--- config.mk ---
export PLATFORM = sky130hd
export DESIGN_NAME = nonce_hub_fifo
export DESIGN_NICKNAME = d
export VERILOG_FILES = /design/src/rtl/nonce_hub_fifo.sv
export SDC_FILE = /design/constraint.sdc
export NUM_CORES = 1
export LEC_CHECK = 0
export BUFFER_PORTS_ARGS = -buffer_cell sky130_fd_sc_hd__buf_4
export CELL_PAD_IN_SITES_DETAIL_PLACEMENT = 1
export CELL_PAD_IN_SITES_GLOBAL_PLACEMENT = 1
export CORE_UTILIZATION = 30
export DETAILED_ROUTE_END_ITERATION = 6
export GPL_ROUTABILITY_DRIVEN = 0
export MAX_ROUTING_LAYER = met4
export PLACE_DENSITY_LB_ADDON = 0.1
export SKIP_LAST_GASP = 1
export SLEW_MARGIN = 20
export SYNTH_ARGS = -nofsm -noshare
export SYNTH_HDL_FRONTEND = slang
export SYNTH_SLANG_ARGS = --single-unit
--- constraint.sdc ---
create_clock -name uart_clk -period 12.07 [get_ports uart_clk]
set_clock_uncertainty 0.2 [all_clocks]
set_input_delay 1.207 -clock uart_clk [delete_from_list [all_inputs] [get_ports uart_clk]]
set_output_delay 1.207 -clock uart_clk [all_outputs]
set_load 0.01 [all_outputs]
--- src/rtl/nonce_hub_fifo.sv ---
// nonce_hub_fifo: collects golden nonces from SLAVES sources, arbitrates them
// round-robin into a shared FIFO, counts lost nonces and hands words one at a
// time to serial_transmit. Single clock domain (uart_clk).
// Optional build macro: NONCE_DUP_FILTER_EN drops a strobe whose value repeats
// the last nonce accepted from the same slave.
module nonce_hub_fifo #(
  parameter int unsigned SLAVES     = 3,
  parameter int unsigned FIFO_DEPTH = 8,
  parameter int unsigned OVF_BITS   = 8
) (
  input  logic                          uart_clk,
  input  logic                          reset_n,
  input  logic [SLAVES*32-1:0]          slave_nonces,
  input  logic [SLAVES-1:0]             new_nonces,
  input  logic                          serial_busy,
  output logic [31:0]                   golden_nonce,
  output logic                          serial_send,
  output logic [$clog2(FIFO_DEPTH):0]   fifo_count,
  output logic [OVF_BITS-1:0]           ovf_count,
  output logic                          nonce_seen
);

  localparam int unsigned AW = $clog2(FIFO_DEPTH);
  localparam int unsigned CW = AW + 1;
  localparam int unsigned PW = (SLAVES > 1) ? $clog2(SLAVES) : 1;
  localparam logic [CW-1:0] FULL_CNT = CW'(FIFO_DEPTH);
  localparam logic [PW-1:0] LAST_IDX = PW'(SLAVES - 1);

  typedef enum logic [1:0] {
    TX_IDLE,
    TX_SEND,
    TX_WAIT_HI,
    TX_WAIT_LO
  } tx_state_e;

  // Capture stage state
  logic [31:0]         hold_q [SLAVES];
  logic [SLAVES-1:0]   pend_q;
  logic [SLAVES-1:0]   cap;
  logic                seen_q;
  logic [OVF_BITS-1:0] ovf_q, ovf_d;

  // Arbiter
  logic [PW-1:0]       rr_q, rr_d;
  logic                gnt_vld;
  logic [PW-1:0]       gnt_idx;
  logic [SLAVES-1:0]   gnt_oh;
  logic [31:0]         push_data;

  // FIFO
  logic [31:0]         mem_q [FIFO_DEPTH];
  logic [AW-1:0]       wr_q, rd_q;
  logic [CW-1:0]       cnt_q, cnt_d;
  logic                fifo_full;
  logic                push, pop;

  // TX FSM
  tx_state_e           state_q;
  logic [31:0]         golden_q;
  logic                send_q;
  logic [1:0]          hi_cnt_q;

`ifdef NONCE_DUP_FILTER_EN
  logic [31:0]         last_q [SLAVES];
  logic [SLAVES-1:0]   last_vld_q;

  // A strobe is accepted unless it repeats the last value accepted from that slave
  always_comb begin
    cap = '0;
    for (int unsigned i = 0; i < SLAVES; i++) begin
      cap[i] = new_nonces[i] &&
               !(last_vld_q[i] && (last_q[i] == slave_nonces[i*32 +: 32]));
    end
  end

  // Remember the most recently accepted nonce per slave
  always_ff @(posedge uart_clk or negedge reset_n) begin
    if (!reset_n) begin
      for (int unsigned i = 0; i < SLAVES; i++) begin
        last_q[i] <= '0;
      end
      last_vld_q <= '0;
    end else begin
      for (int unsigned i = 0; i < SLAVES; i++) begin
        if (cap[i]) begin
          last_q[i]     <= slave_nonces[i*32 +: 32];
          last_vld_q[i] <= 1'b1;
        end
      end
    end
  end
`else
  // Every strobe is accepted
  always_comb begin
    cap = new_nonces;
  end
`endif

  assign fifo_full = (cnt_q == FULL_CNT);

  // Round-robin grant: first pending slave at or after rr_q, then wrap below it
  always_comb begin
    gnt_vld = 1'b0;
    gnt_idx = '0;
    if (!fifo_full) begin
      for (int unsigned i = 0; i < SLAVES; i++) begin
        if (!gnt_vld && pend_q[i] && (PW'(i) >= rr_q)) begin
          gnt_vld = 1'b1;
          gnt_idx = PW'(i);
        end
      end
      for (int unsigned i = 0; i < SLAVES; i++) begin
        if (!gnt_vld && pend_q[i] && (PW'(i) < rr_q)) begin
          gnt_vld = 1'b1;
          gnt_idx = PW'(i);
        end
      end
    end
    rr_d = (gnt_idx == LAST_IDX) ? '0 : gnt_idx + PW'(1);
  end

  // Decode the grant and select the holding register to push
  always_comb begin
    gnt_oh    = '0;
    push_data = '0;
    for (int unsigned i = 0; i < SLAVES; i++) begin
      if (gnt_vld && (gnt_idx == PW'(i))) begin
        gnt_oh[i] = 1'b1;
        push_data = hold_q[i];
      end
    end
  end

  // Lost nonces: a capture lands on a pending slot that is not being drained
  always_comb begin
    ovf_d = ovf_q;
    for (int unsigned i = 0; i < SLAVES; i++) begin
      if (cap[i] && pend_q[i] && !gnt_oh[i] && (ovf_d != '1)) begin
        ovf_d = ovf_d + OVF_BITS'(1);
      end
    end
  end

  // Capture registers, pending flags, rr pointer and overflow counter.
  // A capture on a slave granted in the same cycle keeps pending set: the old
  // value leaves via the push while the new one takes its place.
  always_ff @(posedge uart_clk or negedge reset_n) begin
    if (!reset_n) begin
      for (int unsigned i = 0; i < SLAVES; i++) begin
        hold_q[i] <= '0;
      end
      pend_q <= '0;
      rr_q   <= '0;
      ovf_q  <= '0;
      seen_q <= 1'b0;
    end else begin
      for (int unsigned i = 0; i < SLAVES; i++) begin
        if (cap[i]) begin
          hold_q[i] <= slave_nonces[i*32 +: 32];
        end
        pend_q[i] <= cap[i] | (pend_q[i] & ~gnt_oh[i]);
      end
      if (gnt_vld) begin
        rr_q <= rr_d;
      end
      ovf_q  <= ovf_d;
      seen_q <= |cap;
    end
  end

  assign push = gnt_vld;
  assign pop  = (state_q == TX_IDLE) && (cnt_q != '0) && !serial_busy;

  // Occupancy next state; a push against a full FIFO is never granted
  always_comb begin
    cnt_d = cnt_q;
    unique case ({push, pop})
      2'b10:   cnt_d = cnt_q + CW'(1);
      2'b01:   cnt_d = cnt_q - CW'(1);
      default: cnt_d = cnt_q;
    endcase
  end

  // FIFO storage; contents are discarded on reset through the pointers
  always_ff @(posedge uart_clk) begin
    if (push) begin
      mem_q[wr_q] <= push_data;
    end
  end

  // FIFO pointers and occupancy
  always_ff @(posedge uart_clk or negedge reset_n) begin
    if (!reset_n) begin
      wr_q  <= '0;
      rd_q  <= '0;
      cnt_q <= '0;
    end else begin
      if (push) begin
        wr_q <= wr_q + AW'(1);
      end
      if (pop) begin
        rd_q <= rd_q + AW'(1);
      end
      cnt_q <= cnt_d;
    end
  end

  // TX handshake with serial_transmit; WAIT_HI times out after 4 cycles
  always_ff @(posedge uart_clk or negedge reset_n) begin
    if (!reset_n) begin
      state_q  <= TX_IDLE;
      golden_q <= '0;
      send_q   <= 1'b0;
      hi_cnt_q <= '0;
    end else begin
      unique case (state_q)
        TX_IDLE: begin
          if (pop) begin
            golden_q <= mem_q[rd_q];
            send_q   <= 1'b1;
            state_q  <= TX_SEND;
          end
        end
        TX_SEND: begin
          send_q   <= 1'b0;
          hi_cnt_q <= '0;
          state_q  <= TX_WAIT_HI;
        end
        TX_WAIT_HI: begin
          if (serial_busy || (hi_cnt_q == 2'd3)) begin
            state_q <= TX_WAIT_LO;
          end else begin
            hi_cnt_q <= hi_cnt_q + 2'd1;
          end
        end
        TX_WAIT_LO: begin
          if (!serial_busy) begin
            state_q <= TX_IDLE;
          end
        end
        default: state_q <= TX_IDLE;
      endcase
    end
  end

  assign golden_nonce = golden_q;
  assign serial_send  = send_q;
  assign fifo_count   = cnt_q;
  assign ovf_count    = ovf_q;
  assign nonce_seen   = seen_q;

endmodule

# [Word level (Yosys, flattened, before mapping)]
# Memory sizes are Yosys's and may differ from the RTL's. A register that Yosys moved wholly into a read port is not among the register bits.
# Cells that the tools add are included.
[totals] ram_bits=256 output_inout_bits=46 in_bits=102 memories=1 word_cells=140 reg_bits=125
[mem_list] memory="mem_q" words=8 width=32 rd=1 rd_ports_with_merged_regs=1 wr=1 line="51" source="logic [31:0] mem_q [FIFO_DEPTH];"
[classes] bitwise=9 order_cmp=6 reduce_logical=47 muxes=39 n_addsub=9 eq_ne=16
[ops] operator="$mux 32" n=3
[ops] operator="$logic_and 1x1->1" n=25
[ops] operator="$add 8x1->8 const B" n=3
[ops] operator="$mux 8" n=3
[ops] operator="$ne 8x8->1 const B" n=3
[ops] operator="$mux 2" n=10
[ops] operator="$mux 1" n=19
[ops] operator="$eq 2x2->1 const B" n=5
[ops] operator="$logic_not 1->1" n=10
[ops] operator="$ne 2x2->1 const B" n=4
[ops] operator="$pmux 2 s4" n=1
[ops] operator="$pmux 4 s2" n=1
[ops] operator="$add 3x1->3 const B" n=2
[ops] operator="$eq 2x1->1 const B" n=3
[ops] operator="$reduce_and 2->1" n=3
[ops] operator="$reduce_bool 2->1" n=3
[ops] operator="$add 2x1->2 const B" n=2
[ops] operator="$add 4x1->4 const B" n=1
[ops] operator="$eq 4x4->1 const B" n=1
[ops] operator="$ge 1x2->1 const A" n=2
[ops] operator="$logic_not 2->1" n=2
[ops] operator="$lt 1x2->1 const A" n=2
[ops] operator="$pmux 2 s2" n=1
[ops] operator="$reduce_bool 4->1" n=1
[ops] operator="10 further kinds" n=16

# [Depth between registers and ports, before layout]
[logic_depth] word_depth=42 mapped_depth=16

# [Least setup slack after synthesis]
# OpenSTA, ideal clock, no wires.
[synth_path] path_type="register -> register" start="reg cnt_q[3] (netlist: fifo_count[3])" end="mem mem_q[4][0], enable pin" arrival_time_ns=4.578 t_required_ns=11.357 setup_slack_ns=6.779 path_stages_with_launch=6 path_cell_list="dfrtp_1 -> nor4b_1 -> nor2_1 -> inv_1 -> buf_1 -> nor4b_1"
[synth_between] elab_chain_len=4
[synth_rtl] item="start, declared" line="53" source="logic [CW-1:0] cnt_q, cnt_d;"
[synth_rtl] item="start signal, assigned" line="204" source="cnt_q <= cnt_d;"
[synth_rtl] item="$eq 4x4->1" line="99" source="assign fifo_full = (cnt_q == FULL_CNT);"
[synth_rtl] item="$mux 1" line="105" source="if (!fifo_full) begin"
[synth_rtl] item="$mux 1" line="186" source="if (push) begin"
[synth_rtl] item="$mux 1 (not written as such)" line="187" source="mem_q[wr_q] <= push_data;"
[synth_rtl] item="end, declared" line="51"
# No other way between the ends.

# [Worst setup path after layout]
[layout_path] start="reg ovf_q[0] (netlist: ovf_count[0])" end="reg ovf_q[6] (netlist: ovf_count[6])"
[layout_between] elab_chain_len=9 word_cells_on_any_way=12 classes_between="add/sub (3); eq/ne (3); mux (3); reduce/logical (3)"
[layout_rtl] item="start, declared" line="41" source="logic [OVF_BITS-1:0] ovf_q, ovf_d;"
[layout_rtl] item="start signal, assigned" line="166" source="ovf_q <= ovf_d;"
[layout_rtl] item="parallel branches: the longest is 2 deep, another holds $add 8x1->8"
[layout_rtl] item="$mux 8 *" line="138" source="if (cap[i] && pend_q[i] && !gnt_oh[i] && (ovf_d != '1)) begin"
[layout_rtl] item="parallel branches: the longest is 2 deep, another holds $add 8x1->8"
[layout_rtl] item="$mux 8 *" line="138"
[layout_rtl] item="parallel branches: the longest is 2 deep, another holds $add 8x1->8"
[layout_rtl] item="$mux 8 *" line="138"
[layout_rtl] item="via ovf_d[6]" line="41"
# Mark *: on every way through the listed nets, which the timed path passes.
# A chain may end at the register's enable or synchronous reset.

==> results_dict.tcl <==
set metrics [dict create \
    p_total_mw 6.010 \
    setup_viol 0 \
    rows 87 \
    r2r_slack_ns 7.79 \
    finalWorstSetupSlack_ns 7.789 \
    hold_viol 0 \
    tightestPinTransition_ns 1.138 \
    whs_ns 0.3012 \
    syn_avg_cell_area_um2 16.38 \
    drcViolationCount 0 \
    critical_path_class "flop to flop" \
    dpl_worst_slack_ns 7.156 \
    synthFlopType "edfxtp_1" \
    powerDensity_mw_per_mm2 287.0 \
    yosysTopAreaCell "edfxtp_1" \
    peakVddDrop_mv 0.1046 \
    die_area_mm2 0.05879 \
    maxSlewViolCount 0 \
    clkLatencyLatePin_ns 0.58 \
    cts.sinks 413 \
    fin_area_mm2 0.02094 \
    hpwl_um 27180 \
    grt-ovfl-total 0 \
    vias 9703 \
    ctsResizeCount 0 \
    syn_nets 1174 \
    tns_ns 0 \
    io_buffers 147 \
    cts_inserted_buffers 47 \
    htreeDepth 2 \
    yosys.area.top_type_share_pct 44.31 \
    syn_area_mm2 0.01735 \
    fillers 5713 \
    power.static_leakage_nw 7.797 \
    core_area_mm2 0.05671 \
    yosysSeqAreaShare_pct 66.96 \
    post_dp_cell_area_mm2 0.01946 \
    pin_count 148 \
    synthCells 1059 \
    nets 1339 \
    ctsHoldBuffers 0 \
    grt_max_degree 72 \
    synth.area.top_cells "edfxtp_1 44%, dfrtp_1 23%, mux4_2 8.3%, mux2_2 6.5%, mux2i_1 3.9%" \
    post-route-min-period_ns 4.281 \
    cts-root-buf "clkbuf_16" \
    start_util_pct 30.59 \
    holdPathEnd "serial_send" \
    min_path_type "flop to flop" \
    hold_path_depth 1 \
    grt_usage_pct 15.64 \
    drt_iter0_drc 405 \
    grt_pass1_wl_um 67450 \
    synth-async-reset-ratio_pct 38.01 \
    max_freq_mhz 233.6 \
    worstPathRequired_ns 12.35 \
    area_growth_pct 20.69 \
    die_w_um 242.5 \
    layout.area.seq_mm2 0.01162 \
    antenna_found_initial 1 \
    wire_per_inst_um 21.66 \
    cts_max_path_buffers 3 \
    rsz0062_at_grt "false" \
    multi_input_area_mm2 0.005594 \
    cts_setup_buffers 0 \
    status "finished clean" \
    synth-edff-count 256 \
    path_max_fanout 12 \
    viasPerCell 4.806 \
    firstDrtPassIters 4 \
    yosysUniqueCellTypes 59 \
    relSlewSlack_pct 23.66 \
    reg2reg_depth 14 \
    worstPathArrival_ns 4.57 \
    cts.clk_slew.worst_paths_ns 0.06 \
    hp-start "serial_send" \
    wirelength_um 43730 \
    worstReg2RegStart "ovf_count[0]" \
    cp-start-kind "flop" \
    finalCritPeriodShare_pct 35.47 \
    synth_seq_cells 413 \
    critPathCaptureType "flop" \
    final_layout_size_suffix_gt1_share_pct 35.24 \
    ant_nets 0 \
    yosysWarnings 0 \
    reg2reg_to "ovf_count[6]" \
    cts_tree "built" \
    max_cap_violations 0 \
    die_h_um 242.5 \
    first_global_vias 10620 \
    yosysMostFrequentCell "edfxtp_1" \
    synth_common_cells "256 x edfxtp_1, 157 x dfrtp_1, 100 x mux2_2, 84 x nor2_1, 67 x mux2i_1" \
]
[stage by stage]
| step | util [%] | cells |
|---|---|---|
| after floorplan | - | 1059 |
| after global placement | 34.29 | 1931 |
| after detailed placement | 34.31 | 1931 |
| after CTS | 36.81 | 2016 |
| after global routing | 36.91 | 2017 |
| final | 36.92 | 2019 |
[area by class of cell]
class	count	share of cell area, %
clock inverter	20	0.4781
timing repair buffer	174	6.257
antenna	3	0.03586
sequential	413	55.51
inverter	11	0.1972
clock buffer	65	6.287
multi-input combinational	577	26.72
tap	756	4.518
[power by group]
part / total (mW) / switching (mW) / internal, mW
Clock: 1.32 / 0.564 / 0.759
Sequential: 2.53 / 0.253 / 2.27
Combinational: 2.16 / 1.29 / 0.871
[worst max path at each step]
stage	start	endpoint	slack (ns)	cells after the start
after CTS	ovf_count[0]	ovf_count[6]	7.73	14
after detailed placement	new_nonces[0]	ovf_count[6]	7.16	13
after global placement	new_nonces[0]	ovf_count[4]	7.29	13
after floorplan	fifo_count[3]	mem_q[4][0]	6.78	5
after global routing	ovf_count[0]	ovf_count[6]	7.41	14
final	ovf_count[0]	ovf_count[6]	7.79	14
[sequential cells by signal, summed over array words and instances, names as in the netlist, 2 cells and up]
name	count
golden_nonce	32
pend_q	3
rr_q	2
fifo_count	4
hold_q	96
rd_q	3
state_q	2
ovf_count	8
mem_q	256
hi_cnt_q	2
wr_q	3
[cell usage in the layout (no fill, tap or decap), drive strengths merged, types with 8 or more instances in the layout]
| master | n |
|---|---|
| clkinv | 19 |
| ha | 12 |
| clkbuf | 65 |
| xnor2 | 13 |
| nand2b | 10 |
| dfrtp | 157 |
| mux2 | 103 |
| o21ai | 18 |
| nand2 | 28 |
| a21oi | 44 |
| edfxtp | 256 |
| mux4 | 64 |
| nor2 | 85 |
| a211oi | 33 |
| xor2 | 8 |
| mux2i | 67 |
| buf | 174 |
| inv | 12 |
| nand3 | 11 |
[logic make-up after synthesis]
group	count (synthesis)	synth area share [%]
buf+inv	69	1.558
fa+ha+maj	13	0.9809
mux	234	18.88
simple gates	177	4.969
flops	413	66.96
compound gates	131	5.460
xor+xnor	22	1.190
[critical path, stage by stage (launching register included)]
cell,delay [ns]
dfrtp_1,0.54
ha_1,0.41
nand3_1,0.22
o211ai_2,0.45
nor2_2,0.14
xnor2_1,0.20
inv_1,0.12
ha_1,0.20
inv_1,0.11
a31oi_4,0.36
o211ai_1,0.21
or3_4,0.41
a21o_1,0.20
nor3_1,0.21
mux2i_1,0.22
[per-layer routing]
metal	GRT usage, %	wire (µm)
met2	23.53	19890
met5	-	0
met3	2.913	1631
met1	21.88	21540
met4	3.555	668
Note: power is estimated with default switching activity, not from simulation.
